### src/rtl/idma_legalizer_rw_axi_split.sv
// Splits buffered 1D transfers into page-safe AXI4 INCR read/write bursts,
// with per-transfer coupled or decoupled R/W issue and ready-independent valids.
module idma_legalizer_rw_axi_split #(
  parameter int unsigned DataWidth    = 64,
  parameter int unsigned AddrWidth    = 32,
  parameter int unsigned LenWidth     = 32,
  parameter int unsigned MaxBeats     = 256,
  parameter int unsigned PageSize     = 4096,
  parameter int unsigned ReqFifoDepth = 2,
  localparam int unsigned StrbWidth   = DataWidth / 8,
  localparam int unsigned OffsetWidth = $clog2(StrbWidth)
) (
  input  logic                   clk_i,
  input  logic                   rst_i,
  input  logic [AddrWidth-1:0]   req_src_addr_i,
  input  logic [AddrWidth-1:0]   req_dst_addr_i,
  input  logic [LenWidth-1:0]    req_length_i,
  input  logic                   req_decouple_i,
  input  logic                   req_valid_i,
  output logic                   req_ready_o,
  output logic [AddrWidth-1:0]   r_addr_o,
  output logic [7:0]             r_len_o,
  output logic [OffsetWidth-1:0] r_offset_o,
  output logic [OffsetWidth-1:0] r_tailer_o,
  output logic                   r_valid_o,
  input  logic                   r_ready_i,
  output logic [AddrWidth-1:0]   w_addr_o,
  output logic [7:0]             w_len_o,
  output logic [OffsetWidth-1:0] w_offset_o,
  output logic [OffsetWidth-1:0] w_tailer_o,
  output logic                   w_last_o,
  output logic                   w_valid_o,
  input  logic                   w_ready_i,
  input  logic                   kill_i,
  output logic                   busy_o
);

  localparam int unsigned BurstBytes = MaxBeats * StrbWidth;
  localparam int unsigned Chunk      = (PageSize < BurstBytes) ? PageSize : BurstBytes;
  localparam int unsigned ChunkW     = $clog2(Chunk) + 1;
  localparam int unsigned PtrW       = (ReqFifoDepth > 1) ? $clog2(ReqFifoDepth) : 1;
  localparam int unsigned CntW       = $clog2(ReqFifoDepth + 1);

  typedef enum logic {IDLE = 1'b0, ACTIVE = 1'b1} eng_state_e;

  typedef struct packed {
    logic [AddrWidth-1:0] src;
    logic [AddrWidth-1:0] dst;
    logic [LenWidth-1:0]  len;
    logic                 decouple;
  } req_t;

  req_t            r_fifo [ReqFifoDepth];
  logic [PtrW-1:0] r_wptr, r_rptr;
  logic [CntW-1:0] r_cnt;
  logic            w_full, w_empty, w_push, w_pop;
  req_t            w_head;

  eng_state_e           r_rd_state, r_wr_state, w_rd_state_nx, w_wr_state_nx;
  logic [AddrWidth-1:0] r_rd_addr, r_wr_addr, w_rd_addr_nx, w_wr_addr_nx;
  logic [LenWidth-1:0]  r_rd_rem, r_wr_rem, w_rd_rem_nx, w_wr_rem_nx;
  logic                 r_rd_iss, r_wr_iss, w_rd_iss_nx, w_wr_iss_nx;
  logic                 r_dec, w_dec_nx;

  logic [ChunkW-1:0] w_rd_pb, w_wr_pb, w_rd_lim, w_wr_lim, w_rd_num, w_wr_num, w_rd_sum, w_wr_sum;
  logic w_rd_act, w_wr_act, w_rd_valid, w_wr_valid, w_rd_hs, w_wr_hs;
  logic w_rd_last, w_wr_last, w_adv_cpl, w_adv_rd, w_adv_wr;
  logic w_rd_free, w_wr_free, w_load, w_start;

  function automatic logic [PtrW-1:0] ptr_inc(input logic [PtrW-1:0] p);
    return (p == PtrW'(ReqFifoDepth - 1)) ? '0 : p + PtrW'(1);
  endfunction

  assign w_full      = (r_cnt == CntW'(ReqFifoDepth));
  assign w_empty     = (r_cnt == '0);
  assign req_ready_o = ~w_full;
  assign w_push      = req_valid_i & ~w_full;
  assign w_pop       = w_load;
  assign w_head      = r_fifo[r_rptr];

  always_ff @(posedge clk_i or posedge rst_i) begin
    if (rst_i) begin
      r_wptr <= '0;
      r_rptr <= '0;
      r_cnt  <= '0;
      for (int i = 0; i < int'(ReqFifoDepth); i++) r_fifo[i] <= '0;
    end else begin
      if (w_push) begin
        r_fifo[r_wptr] <= '{src: req_src_addr_i, dst: req_dst_addr_i,
                            len: req_length_i, decouple: req_decouple_i};
        r_wptr <= ptr_inc(r_wptr);
      end
      if (w_pop) r_rptr <= ptr_inc(r_rptr);
      case ({w_push, w_pop})
        2'b10:   r_cnt <= r_cnt + CntW'(1);
        2'b01:   r_cnt <= r_cnt - CntW'(1);
        default: r_cnt <= r_cnt;
      endcase
    end
  end

  // Burst sizing: distance to the next chunk boundary, shared in coupled mode.
  always_comb begin
    w_rd_pb  = ChunkW'(Chunk) - {1'b0, r_rd_addr[ChunkW-2:0]};
    w_wr_pb  = ChunkW'(Chunk) - {1'b0, r_wr_addr[ChunkW-2:0]};
    w_rd_lim = w_rd_pb;
    w_wr_lim = w_wr_pb;
    if (!r_dec) begin
      w_rd_lim = (w_rd_pb < w_wr_pb) ? w_rd_pb : w_wr_pb;
      w_wr_lim = w_rd_lim;
    end else begin
      w_rd_lim = w_rd_pb;
      w_wr_lim = w_wr_pb;
    end
    w_rd_num = (r_rd_rem < LenWidth'(w_rd_lim)) ? ChunkW'(r_rd_rem) : w_rd_lim;
    w_wr_num = (r_wr_rem < LenWidth'(w_wr_lim)) ? ChunkW'(r_wr_rem) : w_wr_lim;
    w_rd_sum = w_rd_num + ChunkW'(r_rd_addr[OffsetWidth-1:0]);
    w_wr_sum = w_wr_num + ChunkW'(r_wr_addr[OffsetWidth-1:0]);
  end

  assign w_rd_act   = (r_rd_state == ACTIVE);
  assign w_wr_act   = (r_wr_state == ACTIVE);
  assign w_rd_valid = w_rd_act & ~r_rd_iss;
  assign w_wr_valid = w_wr_act & ~r_wr_iss;
  assign w_rd_hs    = w_rd_valid & r_ready_i;
  assign w_wr_hs    = w_wr_valid & w_ready_i;
  assign w_rd_last  = (r_rd_rem == LenWidth'(w_rd_num));
  assign w_wr_last  = (r_wr_rem == LenWidth'(w_wr_num));
  assign w_adv_cpl  = ~r_dec & w_rd_act & w_wr_act & (r_rd_iss | w_rd_hs) & (r_wr_iss | w_wr_hs);
  assign w_adv_rd   = r_dec ? w_rd_hs : w_adv_cpl;
  assign w_adv_wr   = r_dec ? w_wr_hs : w_adv_cpl;
  assign w_rd_free  = ~w_rd_act | (w_adv_rd & w_rd_last);
  assign w_wr_free  = ~w_wr_act | (w_adv_wr & w_wr_last);
  assign w_load     = ~w_empty & w_rd_free & w_wr_free & ~kill_i;
  assign w_start    = w_load & (w_head.len != '0);

  // Engine next-state: kill wins, then a fresh load overrides the finishing burst.
  always_comb begin
    w_rd_state_nx = r_rd_state;
    w_wr_state_nx = r_wr_state;
    w_rd_addr_nx  = r_rd_addr;
    w_wr_addr_nx  = r_wr_addr;
    w_rd_rem_nx   = r_rd_rem;
    w_wr_rem_nx   = r_wr_rem;
    w_rd_iss_nx   = r_rd_iss;
    w_wr_iss_nx   = r_wr_iss;
    w_dec_nx      = r_dec;
    if (kill_i) begin
      w_rd_state_nx = IDLE;
      w_wr_state_nx = IDLE;
      w_rd_iss_nx   = 1'b0;
      w_wr_iss_nx   = 1'b0;
    end else begin
      if (w_adv_rd) begin
        w_rd_addr_nx  = r_rd_addr + AddrWidth'(w_rd_num);
        w_rd_rem_nx   = r_rd_rem - LenWidth'(w_rd_num);
        w_rd_state_nx = w_rd_last ? IDLE : ACTIVE;
      end else begin
        w_rd_state_nx = r_rd_state;
      end
      if (w_adv_wr) begin
        w_wr_addr_nx  = r_wr_addr + AddrWidth'(w_wr_num);
        w_wr_rem_nx   = r_wr_rem - LenWidth'(w_wr_num);
        w_wr_state_nx = w_wr_last ? IDLE : ACTIVE;
      end else begin
        w_wr_state_nx = r_wr_state;
      end
      if (w_adv_cpl) begin
        w_rd_iss_nx = 1'b0;
        w_wr_iss_nx = 1'b0;
      end else begin
        w_rd_iss_nx = r_rd_iss | (~r_dec & w_rd_hs);
        w_wr_iss_nx = r_wr_iss | (~r_dec & w_wr_hs);
      end
      if (w_start) begin
        w_rd_state_nx = ACTIVE;
        w_wr_state_nx = ACTIVE;
        w_rd_addr_nx  = w_head.src;
        w_wr_addr_nx  = w_head.dst;
        w_rd_rem_nx   = w_head.len;
        w_wr_rem_nx   = w_head.len;
        w_dec_nx      = w_head.decouple;
      end else begin
        w_dec_nx = r_dec;
      end
    end
  end

  always_ff @(posedge clk_i or posedge rst_i) begin
    if (rst_i) begin
      r_rd_state <= IDLE;
      r_wr_state <= IDLE;
      r_rd_addr  <= '0;
      r_wr_addr  <= '0;
      r_rd_rem   <= '0;
      r_wr_rem   <= '0;
      r_rd_iss   <= 1'b0;
      r_wr_iss   <= 1'b0;
      r_dec      <= 1'b0;
    end else begin
      r_rd_state <= w_rd_state_nx;
      r_wr_state <= w_wr_state_nx;
      r_rd_addr  <= w_rd_addr_nx;
      r_wr_addr  <= w_wr_addr_nx;
      r_rd_rem   <= w_rd_rem_nx;
      r_wr_rem   <= w_wr_rem_nx;
      r_rd_iss   <= w_rd_iss_nx;
      r_wr_iss   <= w_wr_iss_nx;
      r_dec      <= w_dec_nx;
    end
  end

  // Fields are forced to zero while idle so the reset/idle view is clean.
  assign r_valid_o  = w_rd_valid;
  assign r_addr_o   = w_rd_act ? {r_rd_addr[AddrWidth-1:OffsetWidth], {OffsetWidth{1'b0}}} : '0;
  assign r_len_o    = w_rd_act ? 8'((w_rd_sum - ChunkW'(1)) >> OffsetWidth) : 8'd0;
  assign r_offset_o = w_rd_act ? r_rd_addr[OffsetWidth-1:0] : '0;
  assign r_tailer_o = w_rd_act ? w_rd_sum[OffsetWidth-1:0] : '0;

  assign w_valid_o  = w_wr_valid;
  assign w_addr_o   = w_wr_act ? {r_wr_addr[AddrWidth-1:OffsetWidth], {OffsetWidth{1'b0}}} : '0;
  assign w_len_o    = w_wr_act ? 8'((w_wr_sum - ChunkW'(1)) >> OffsetWidth) : 8'd0;
  assign w_offset_o = w_wr_act ? r_wr_addr[OffsetWidth-1:0] : '0;
  assign w_tailer_o = w_wr_act ? w_wr_sum[OffsetWidth-1:0] : '0;
  assign w_last_o   = w_wr_act & w_wr_last;

  assign busy_o = ~w_empty | w_rd_act | w_wr_act;

endmodule

### config.mk
export PLATFORM = sky130hd
export DESIGN_NAME = idma_legalizer_rw_axi_split
export DESIGN_NICKNAME = d
export VERILOG_FILES = /design/src/rtl/idma_legalizer_rw_axi_split.sv
export SDC_FILE = /design/constraint.sdc
export NUM_CORES = 1
export LEC_CHECK = 0
export ABC_AREA = 1
export CAP_MARGIN = 20
export CORE_ASPECT_RATIO = 0.5
export CORE_MARGIN = 10
export CORE_UTILIZATION = 45
export CTS_CLUSTER_DIAMETER = 120
export DETAILED_ROUTE_END_ITERATION = 7
export PLACE_DENSITY = 0.65
export SETUP_SLACK_MARGIN = 0.5
export SYNTH_ARGS = -nofsm -noshare
export SYNTH_HDL_FRONTEND = slang
export SYNTH_SLANG_ARGS = --single-unit
### constraint.sdc
create_clock -name clk_i -period 15.1 [get_ports clk_i]
set_input_delay 2.265 -clock clk_i [delete_from_list [all_inputs] [get_ports clk_i]]
set_output_delay 2.265 -clock clk_i [all_outputs]
set_load 0.1 [all_outputs]
==> summary.md <==
| Metric | Value |
|---|---|
| Fraction of registers with async set/reset | 100.0% |
| Layout cells sized above 1 | 6.254% |
| Via density | 5.335 |
| WL per Instance | 17.85 µm |
| Global-route usage over all layers | between 20% and 30% |
| Seq/Total Area, Yosys | 38.74% |
| Port Buffer Count | 193 |
| Endpoints failing setup | 0 |
| Fin. max-slew vios | 0 |
| Commonest non-fill, non-tap cell in the layout | nand2_1 |
| Number of remaining DRC errors | 0 |
| Synth area leaders | dfrtp_1, nand2_1, o21ai_0, inv_1, nor2_1 |
| Max_cap viols | 0 |
| Status | finished clean |
| Clock Path Buffers | 3 |
| Critical path startpoint category | flop |
| Critical path class | flop to output pin |
| Mapped cell area | approximately 21,000 µm² |
| CTS tree | yes |
| Commonest non-fill, non-tap cells in the layout | nand2_1, inv_1, o21ai_0 |
| Slowest-stage cell, CP | clkdlybuf4s50_1 |
| Drt pass-1 iters | 5 |
| Clock transition at path regs | 0.07 ns |
| CTS Sinks | between 300 and 400 |
| Synth top area share | 38.74% |
| Num ports | 200 |
| Largest net degree at the start of global routing | 128 |
| Met1 Track Usage GR | 33.82% |
| Fillers | 4,661 |
| Layout net count | 3,301 |
| Area of the multi-input gates | 10,930 µm² |
| Rows | between 50 and 60 |
| Number of global-route vias before repair | 18,980 |
| WL final | 67,320 µm |
| Most used routing layer | met2 |
| CP max FO | 24 |
| Post-CTS Setup Repair Bufs | 0 |
| Biggest area consumer among synthesized cells | dfrtp_1 |
| Vias | 20,120 |
| Latest clock arrival within the worst-skew pair | 0.55 ns |
| Final global-route overflow total | 0 |
| Synth cell types | 51 |
| Clk root buf | clkbuf_16 |
| Synth-to-layout area growth | 16.33% |
| Mapped Cells | about 3,000 |
| Syn Area/Cell | 7.138 µm² |
| Highest clock rate | 0.09145 GHz |
| Core ar. | 46,880 µm² |
| Hold-fix buffer count after cts | 0 |
| Main synth FF type | dfrtp_1 |
| CTS Buf Count | 34 |
| Diode count | 0 |
| Crit path required time | 12.84 ns |
| RSZ-0062 raised after global routing | no |
| First-pass GRT wire length | approximately 110,000 µm |
| Most used cell, CP | nand2_1 |
| H-tree levels | 2 |
| Sequential cell area | 8287 µm² |
| Placer Congestion | 0.9330 |
| Met3 Use GR | 4.225% |
| Crit path DAT | 8.67 ns |
| Post-CTS sizing | 0 |
| Slew @ Worst Pin | 1.101 ns |
| Crit end category | output pin |
| Min cycle time layout | 10.93 ns |
| Yosys warning total | 0 |
| Max-slew headroom | a little over a quarter |
| Die Y | 174.1 µm |
| Post-synth EDFFs | 0 |
| Hold Fails Final Rpt | 0 |
| Met2 Use GR | between 30% and 40% |
| CP max stage delay | 1.14 ns |
| Hold/Removal Path Class | flop to flop |
| Synth Register Bits | 331 |
| DRT iter0 DRCs | 2,016 |
| Initial antenna violation count | 3 |
| Die Wd | 328.3 µm |
| Post-DP HPWL | 49,530 µm |
| Die area | 57,160 µm² |
| Final setup TNS | 0 ns |
| Final worst-path cycle share | 72.41% |
| Initial Utilization | 45.61% |
| DRT antenna net count | 0 |
| Worst clock skew | about 0.02 ns |
-- sequential cells by signal, summed over array words and instances, names as in the netlist --
name        flops
r_fifo        194
r_wr_rem       32
r_dec           1
r_rd_iss        1
r_wr_state      1
r_wptr          1
r_wr_addr      32
r_rptr          1
r_rd_state      1
r_cnt           2
r_wr_iss        1
r_rd_addr      32
r_rd_rem       32
-- Yosys cell counts, types with 6 or more instances --
library cell  count
nor2_2           14
nor4_1           17
buf_1            13
o21ai_0         364
o21ai_1          13
mux2_2            9
ha_1             82
clkbuf_1         97
xnor2_1          26
nor2_1          277
nor2_4            6
nand3_2           7
mux2i_1          11
o211ai_1         50
nand3_1          99
buf_4             6
nand2_1         704
nand3b_1          6
xor2_1           40
nand2_2          21
dfrtp_1         331
nand4_1          22
o31ai_1          12
inv_1           430
a31oi_1          74
a21oi_1         114
nor3_1           34
buf_2            22
or2_2            46
-- routing by layer --
metal | share of wire [%] | wire length, µm
met3 | 7.0 | 4736
met5 | 0 | 0
met1 | 48 | 32070
met4 | 1.9 | 1251
met2 | 43 | 29260
-- worst max-delay path, delay by kind of cell (launching register included) --
family          cells  cell delay [ns]
buf+inv             7             2.03
compound gates      6             1.14
fa+ha+maj           3             1.10
flops               1             0.47
simple gates       20             3.22
xor+xnor            1             0.16
-- final timing paths --
| check | start | to | slack [ns] | depth (start not counted) |
|---|---|---|---|---|
| max in group asynchronous | rst_i | r_rptr | 11.16 | 3 |
| worst max-delay path | r_rd_addr[0] | w_len_o[6] | 4.17 | 37 |
| worst max register to register | r_rd_addr[0] | r_rd_rem[13] | 5.27 | 41 |
| worst min register to register | r_fifo[74] | r_fifo[74] | 0.48 | 2 |
| min in group asynchronous | rst_i | r_fifo[61] | 2.31 | 2 |
| worst min-delay path | r_fifo[74] | r_fifo[74] | 0.48 | 2 |
-- per-stage QoR --
step | hold slack [ns] | instances | setup slack (ns) | cell area [µm²] | util (%)
after floorplan | 0.4457 | 3000 | 3.667 | 21400 | -
after global placement | 0.4602 | 3714 | 4.952 | 23760 | 50.68
after detailed placement | 0.4666 | 3714 | 4.793 | 23760 | 50.68
after CTS | 0.4817 | 3772 | 4.192 | 24870 | 53.06
after global routing | 0.5035 | 3772 | 3.312 | 24870 | 53.06
final | 0.4789 | 3772 | 4.165 | 24870 | 53.06
-- kinds of logic (layout without fill, tap and decap cells) --
| family | count (synthesis) | count (layout) | synth area share, % |
|---|---|---|---|
| AOI/OAI and AO/OA | 653 | 653 | 16.82 |
| xor gates and xnor gates | 66 | 66 | 2.704 |
| adders and majority gates | 86 | 86 | 5.174 |
| buffers and inverters | 573 | 707 | 10.36 |
| DFF | 331 | 331 | 38.74 |
| muxes | 20 | 20 | 0.9891 |
| other | 1 | 6 | 0.01754 |
| and+or+nand+nor | 1265 | 1265 | 25.19 |
-- cell type report --
class                   count  area share [%]
clock inverters             8          0.4980
multi-input cells        2096           43.94
inverters                 433           6.585
repair buffers            216           8.462
flip-flops and latches    331           33.32
clock buffers              50           3.984
well taps                 638           3.210
Power is left out: the tool's default activity adds up to more than one toggle a clock period on the data nets, which glitch-free logic cannot reach.
